===== src/rtl/selector_addr_sequencer_pkg.sv =====
// Shared types and defaults for the selector address sequencer.
package selector_pkg;

  localparam int unsigned ADDR_W_DEF        = 16;
  localparam int unsigned SETTLE_CYCLES_DEF = 4;

  typedef logic [ADDR_W_DEF-1:0] addr_t;

  typedef enum logic [1:0] {
    IDLE   = 2'd0,
    SETTLE = 2'd1,
    REPORT = 2'd2
  } state_e;

endpackage


===== src/rtl/selector_addr_sequencer_settle_timer.sv =====
// Loadable down-counter timing how long sel_addr has been held.
module selector_settle_timer #(
  parameter int unsigned CNT_W = 8
) (
  input  logic             clk,
  input  logic             rst_n,
  input  logic             load,
  input  logic [CNT_W-1:0] load_val,
  output logic             done
);

  logic [CNT_W-1:0] count_q;

  always_ff @(posedge clk or negedge rst_n) begin
    if (!rst_n) begin
      count_q <= '0;
    end else if (load) begin
      count_q <= load_val;
    end else if (count_q != '0) begin
      count_q <= count_q - 1'b1;
    end
  end

  assign done = (count_q == '0);

endmodule


===== src/rtl/selector_addr_sequencer.sv =====
// Drives Selector_16 addresses, waits for decode settle, reports each address.
module selector_addr_sequencer
  import selector_pkg::*;
#(
  parameter int unsigned ADDR_W        = ADDR_W_DEF,
  parameter int unsigned SETTLE_CYCLES = SETTLE_CYCLES_DEF,
  parameter int unsigned CNT_W         = 8
) (
  input  logic              clk,
  input  logic              rst_n,
  input  logic              req_valid,
  output logic              req_ready,
  input  logic [ADDR_W-1:0] req_addr,
  input  logic [ADDR_W-1:0] req_cnt,
  input  logic              abort,
  output logic [ADDR_W-1:0] sel_addr,
  output logic              sel_stable,
  output logic              rsp_valid,
  input  logic              rsp_ready,
  output logic [ADDR_W-1:0] rsp_addr,
  output logic              rsp_last,
  output logic              busy
);

  state_e            state_q;
  logic [ADDR_W-1:0] sel_addr_q;
  logic [ADDR_W-1:0] remain_q;
  logic              rsp_valid_q;
  logic              rsp_last_q;
  logic              timer_load;
  logic              timer_done;

  // Timer reloads on acceptance and on every non-final handshake; abort blocks both.
  assign timer_load = !abort &&
                      (((state_q == IDLE) && req_valid) ||
                       ((state_q == REPORT) && rsp_ready && (remain_q != '0)));

  selector_settle_timer #(.CNT_W(CNT_W)) u_timer (
    .clk      (clk),
    .rst_n    (rst_n),
    .load     (timer_load),
    .load_val (CNT_W'(SETTLE_CYCLES - 1)),
    .done     (timer_done)
  );

  always_ff @(posedge clk or negedge rst_n) begin
    if (!rst_n) begin
      state_q     <= IDLE;
      sel_addr_q  <= '0;
      remain_q    <= '0;
      rsp_valid_q <= 1'b0;
      rsp_last_q  <= 1'b0;
    end else if (abort) begin
      state_q     <= IDLE;
      rsp_valid_q <= 1'b0;
      rsp_last_q  <= 1'b0;
    end else begin
      case (state_q)
        IDLE: begin
          if (req_valid) begin
            sel_addr_q <= req_addr;
            remain_q   <= req_cnt;
            state_q    <= SETTLE;
          end
        end
        SETTLE: begin
          if (timer_done) begin
            state_q     <= REPORT;
            rsp_valid_q <= 1'b1;
            rsp_last_q  <= (remain_q == '0);
          end
        end
        REPORT: begin
          if (rsp_ready) begin
            rsp_valid_q <= 1'b0;
            rsp_last_q  <= 1'b0;
            if (remain_q == '0) begin
              state_q <= IDLE;
            end else begin
              sel_addr_q <= sel_addr_q + 1'b1;
              remain_q   <= remain_q - 1'b1;
              state_q    <= SETTLE;
            end
          end
        end
        default: begin
          state_q     <= IDLE;
          rsp_valid_q <= 1'b0;
          rsp_last_q  <= 1'b0;
        end
      endcase
    end
  end

  assign req_ready  = (state_q == IDLE);
  assign busy       = (state_q != IDLE);
  assign sel_addr   = sel_addr_q;
  assign rsp_addr   = sel_addr_q;
  assign rsp_valid  = rsp_valid_q;
  assign sel_stable = rsp_valid_q;
  assign rsp_last   = rsp_last_q;

endmodule

===== config.mk =====
export PLATFORM = sky130hd
export DESIGN_NAME = selector_addr_sequencer
export DESIGN_NICKNAME = d
export VERILOG_FILES = /design/src/rtl/selector_addr_sequencer_pkg.sv /design/src/rtl/selector_addr_sequencer_settle_timer.sv /design/src/rtl/selector_addr_sequencer.sv
export SDC_FILE = /design/constraint.sdc
export NUM_CORES = 1
export LEC_CHECK = 0
export BUFFER_PORTS_ARGS = -buffer_cell sky130_fd_sc_hd__buf_2
export CORE_ASPECT_RATIO = 0.7
export CORE_MARGIN = 2
export CORE_UTILIZATION = 30
export CTS_CLUSTER_DIAMETER = 30
export DETAILED_ROUTE_END_ITERATION = 16
export PLACE_DENSITY = 0.55
export SYNTH_ARGS = -nofsm -noshare
export SYNTH_HDL_FRONTEND = slang
export SYNTH_SLANG_ARGS = --single-unit

===== constraint.sdc =====
create_clock -name clk -period 2.3 [get_ports clk]
set_input_delay 0.23 -clock clk [delete_from_list [all_inputs] [get_ports clk]]
set_output_delay 0.23 -clock clk [all_outputs]
set_load 0.01 [all_outputs]

## Word-level counts from Yosys, hierarchy flattened

Cells that the tools add are included.

- Reduce and logical (&&, ||, !) cells: 17
- $add $sub $neg: 3
- Bitwise operators: 1
- Eq/ne operators: 9
- Muxes and demuxes: 23

Operators with widths:

| operator | count |
|---|---|
| 16-bit two-way mux | 6 |
| 16-bit case mux with 2 select lines | 2 |
| 16-bit by 1-bit adder with 16-bit output, second input constant | 1 |
| 16-bit logical NOT | 1 |
| 8-bit two-way mux | 2 |
| 16-bit nonzero test | 1 |
| 16-bit by 1-bit subtractor with 16-bit output, second input constant | 1 |
| 8-bit logical NOT | 1 |
| 2-bit two-way mux | 4 |
| 8-bit nonzero test | 1 |
| 8-bit by 1-bit subtractor with 8-bit output, second input constant | 1 |
| 1-bit two-way mux | 6 |
| 2-bit inequality test, second input constant | 3 |
| 3-bit inequality test, second input constant | 2 |
| 1-bit case mux with 3 select lines | 2 |
| 2-bit case mux with 3 select lines | 1 |
| 3-bit AND reduction | 2 |
| 2-bit nonzero test | 3 |
| 5-bit AND reduction | 1 |
| 1-bit logical AND | 4 |
| 3-bit by 2-bit inequality test with 1-bit output, second input constant | 1 |
| 2-bit by 1-bit == test with 1-bit output, second input constant | 1 |
| 2-bit == test, second input constant | 1 |
| 2-bit logical NOT | 1 |
| 4 further kinds | 4 |

- Logic and storage cells: 59
- Output and inout bits: 37
- Register bits after elaboration: 44
- Input bits: 37

## Depth between registers and ports, before layout

- Depth after elaboration: 6
- Mapped depth: 8
- Mapped depth without buffers: 7

## Modules after synthesis

From an unflattened synthesis, not the netlist that was laid out.

- Cell total of the unflattened synthesis: 350
- Area, all modules: 2813.9 µm²

Modules (own cells, without submodules):

| module | area each (µm²) | instances | seq. area each (µm²) | cells each |
|---|---|---|---|---|
| selector_addr_sequencer | 2337.2 | 1 | 900.9 | 296 |
| selector_settle_timer | 476.7 | 1 | 200.2 | 54 |

## Worst setup path before layout

Ideal clock, no wire load.

- Path kind: register to register
- Start: reg remain_q[0]
- End: reg remain_q[9]
- Buffers on the path: 1
- Setup slack: 0.504 ns
- Setup time: 0.121 ns
- Required time: 2.179 ns
- Period minus slack after synthesis: 1.796 ns
- Arrival: 1.675 ns
- Stages on the path, launching flop included: 8
- Cells stage by stage: dfrtp_1 -> inv_1 -> ha_1 -> nor4b_1 -> nand4_2 -> a21o_1 -> clkbuf_1 -> a22o_1

- Longest elaborated chain between the ends: 4
- Elaborated cells between the ends (all ways): 7
- Those cells by class: add/sub (1); eq/ne (1); mux (3); reduce/logical (2)

RTL lines:

| item | RTL line | text |
|---|---|---|
| start: declaration | selector_addr_sequencer.sv:27 | `logic [ADDR_W-1:0] remain_q;` |
| start signal: assignment | selector_addr_sequencer.sv:62 | `remain_q <= req_cnt;` |
| start signal: assignment | selector_addr_sequencer.sv:81 | `remain_q <= remain_q - 1'b1;` |
| 16-bit by 1-bit subtractor with 16-bit output | selector_addr_sequencer.sv:81 |  |
| 16-bit two-way mux | selector_addr_sequencer.sv:77 | `if (remain_q == '0) begin` |
| 16-bit two-way mux | selector_addr_sequencer.sv:74 | `if (rsp_ready) begin` |
| 16-bit case mux with 2 select lines | selector_addr_sequencer.sv:58 | `case (state_q)` |

Parallel ways exist; a longest one is shown, timed or not. The select of a mux whose other input is x is not followed.
A chain may end at the register's enable or synchronous reset.

## Final worst setup path

- Start: reg remain_q[0]
- End: reg sel_addr_q[9] (netlist: rsp_addr[9])

- Longest elaborated chain between the ends: 3

RTL lines:

| item | RTL line | text |
|---|---|---|
| 16-bit logical NOT | selector_addr_sequencer.sv:77 |  |
| 2-bit inequality test (no source line) | - |  |
| 5-bit AND reduction (no source line) | - |  |
| end signal: assignment | selector_addr_sequencer.sv:61 | `sel_addr_q <= req_addr;` |
| end signal: assignment | selector_addr_sequencer.sv:80 | `sel_addr_q <= sel_addr_q + 1'b1;` |
| end: declaration | selector_addr_sequencer.sv:26 | `logic [ADDR_W-1:0] sel_addr_q;` |

No other way between the ends.

==> reports/qor.csv <==
metric,value,unit
first_pass_iters,4,
antenna_found_initial,0,
syn_area,2763,µm²
fp.dieArea,10000,µm²
drt_iter0_drc,103,
layout_commonest_cell,buf_2,
nets,420,
synth_flop_cell,dfrtp_1,
slew_headroom,65.44,%
tritoncts,built,
instances_no_fill,502,
tightest_slew,518.4,ps
start_util,30.70,%
gp_congestion,0.7676,
io_pins,74,
dpl_cell_area,3172,µm²
core-area,8999,µm²
async_reset_ff_share,100.0,%
p_per_area,1010,nW/µm²
die_w,118.7,µm
wl_per_cell,14.36,µm
port_buffers,73,
utilization,37.42,%
grt_start_max_net_pins,35,
outcome,completed,
cp_top_family,compound AO/OA/AOI/OAI gates,
path_max_fanout,17,
worstSetupStartpointType,flip-flop,
cpPeakStageDelay,380,ps
drc_errors,0,
finClkSkew,3.695,ps
cts.path.max_buffers,2,
viasPerCell,4.972,
vias,2496,
grt_pass1_vias,2225,
cts_buffers,5,
cts-root-buf,clkbuf_16,
dp.cells,494,
drive_gt1_share,28.04,%
insertedDiodeCount,0,
clock_latency,280,ps
leakagePower,1.439,nW
fillers,955,
ant_nets,0,
stdcell_area,3367,µm²
slowest_stage,dfrtp_1,
crit_path_end_kind,flip-flop,
critical_path_class,flip-flop to flip-flop,
dp_hpwl,5222,µm
ys_top_cells_by_area,"dfrtp_1 (40%), a21oi_1 (7.2%), buf_4 (4.9%)",
fmax,0.4948,GHz
most-common-layout-cells,"buf_2 (73), dfrtp_1 (44), a21oi_1 (40)",
tns,0,ps
syn2layout_area_growth,21.88,%
synth_area_per_cell,8.606,µm²
maxCapViolCount,0,
post_cts_buffers,0,
hp-class,input port to flip-flop,
yosysSeqAreaShare,39.86,%
overflow,0,
cp.arrival,2190,ps
die_h,84.29,µm
finalPower,3.401,mW
final-setup-viol-count,0,
peakVddDrop,0.4231,mV
clkTransAtPathRegs,60,ps
cp.required,2470,ps
cp_cell_sequence,"inv_1, ha_1, nor4b_1, nand4_2, a21oi_4, buf_4, a21oi_1, o2bb2a_1",
synth_area_leader_cell,dfrtp_1,
syn_nets,363,
rsz0062_at_grt,false,
cts_max_level,2,
final_max_slew_viol_count,0,
synth-edff-count,0,
hold_violations,0,
synth_top_area_share,39.86,%
row_count,29,
path_buf_inv,2,
drt-total-wl,7210,µm
track_usage,14.38,%
post-route-min-period,2021,ps
cts.sinks,44,
yosys_warnings,0,
synth.distinct_cells,54,
min_period_over_period,87.87,%
syn_inst,321,
grt_pass1_wl,11590,µm
ys_ff_latch,44,
-- cells in the mapped netlist (5+ instances only) --
cell type,count
clkbuf_1,13
ha_1,5
a21oi_1,40
nor3_1,7
o22a_1,7
inv_1,8
dfrtp_1,44
o21ai_0,26
nand3_1,10
nand2_1,32
nor2_1,29
o22ai_1,9
buf_4,18
-- routing by layer --
layer  wire length (µm)  track usage (%)
met1               3777            21.37
met2               3013            21.16
met3                379            3.533
met4                 40            2.922
met5                  0                0
-- power by group --
part	total, mW	switching [mW]	leakage [nW]	internal [mW]
combinational	1.11	0.605	0.832	0.508
clock	0.914	0.298	0.0899	0.616
sequential	1.37	0.345	0.517	1.03
total	3.40	1.25	1.44	2.15
-- cells by family after synthesis --
logic type               share of synthesized area (%)
buffers and inverters                            9.103
adder cells (fa/ha/maj)                          2.264
multiplexers                                    0.7247
flip-flops                                       39.86
AO/OA/AOI/OAI                                    24.77
AND/OR/NAND/NOR                                  22.96
XOR/XNOR                                        0.3171
-- final timing paths --
path | from | cells after the start | endpoint | slack (ps)
hold reg to reg | rsp_valid | 2 | rsp_valid | 510
min in group asynchronous | rst_n | 2 | remain_q[2] | 450
setup / recovery | remain_q[0] | 8 | rsp_addr[9] | 280
max in group asynchronous | rst_n | 3 | remain_q[15] | 1250
hold / removal | abort | 2 | state_q[1] | 180
setup reg to reg | remain_q[0] | 8 | rsp_addr[9] | 280
-- flip-flops by register name (all words and copies together) (netlist names) --
| name | count |
|---|---|
| rsp_valid | 1 |
| state_q | 2 |
| rsp_addr | 16 |
| u_timer.count_q | 8 |
| rsp_last | 1 |
| remain_q | 16 |
-- area by class of cell --
cell class                 count  area (µm²)  share of cell area [%]
tap                          124       155.1                   4.608
clock inverter                 2       60.06                   1.784
timing repair buffer          86       478.0                   14.20
clock buffer                   5       125.1                   3.716
inverter                       8       30.03                  0.8919
multi-input combinational    233        1418                   42.10
sequential                    44        1101                   32.70
-- through the flow --
stage          setup WS (ps)  hold slack [ps]
2_1_floorplan          504.4           -65.59
3_3_place_gp           313.6            235.1
3_5_place_dp           289.9            236.5
4_1_cts                284.7            175.7
5_1_grt                70.75            194.5
6_report               279.0            182.8
-- timing repair --
| item | CTS | global route |
|---|---|---|
| hold buffers | 1 | 0 |
| setup endpoints to repair | 0 | 0 |
| hold endpoints to repair | 18 | 0 |
| gates resized for setup | 0 | 0 |
(Power assumes the default switching activity.)
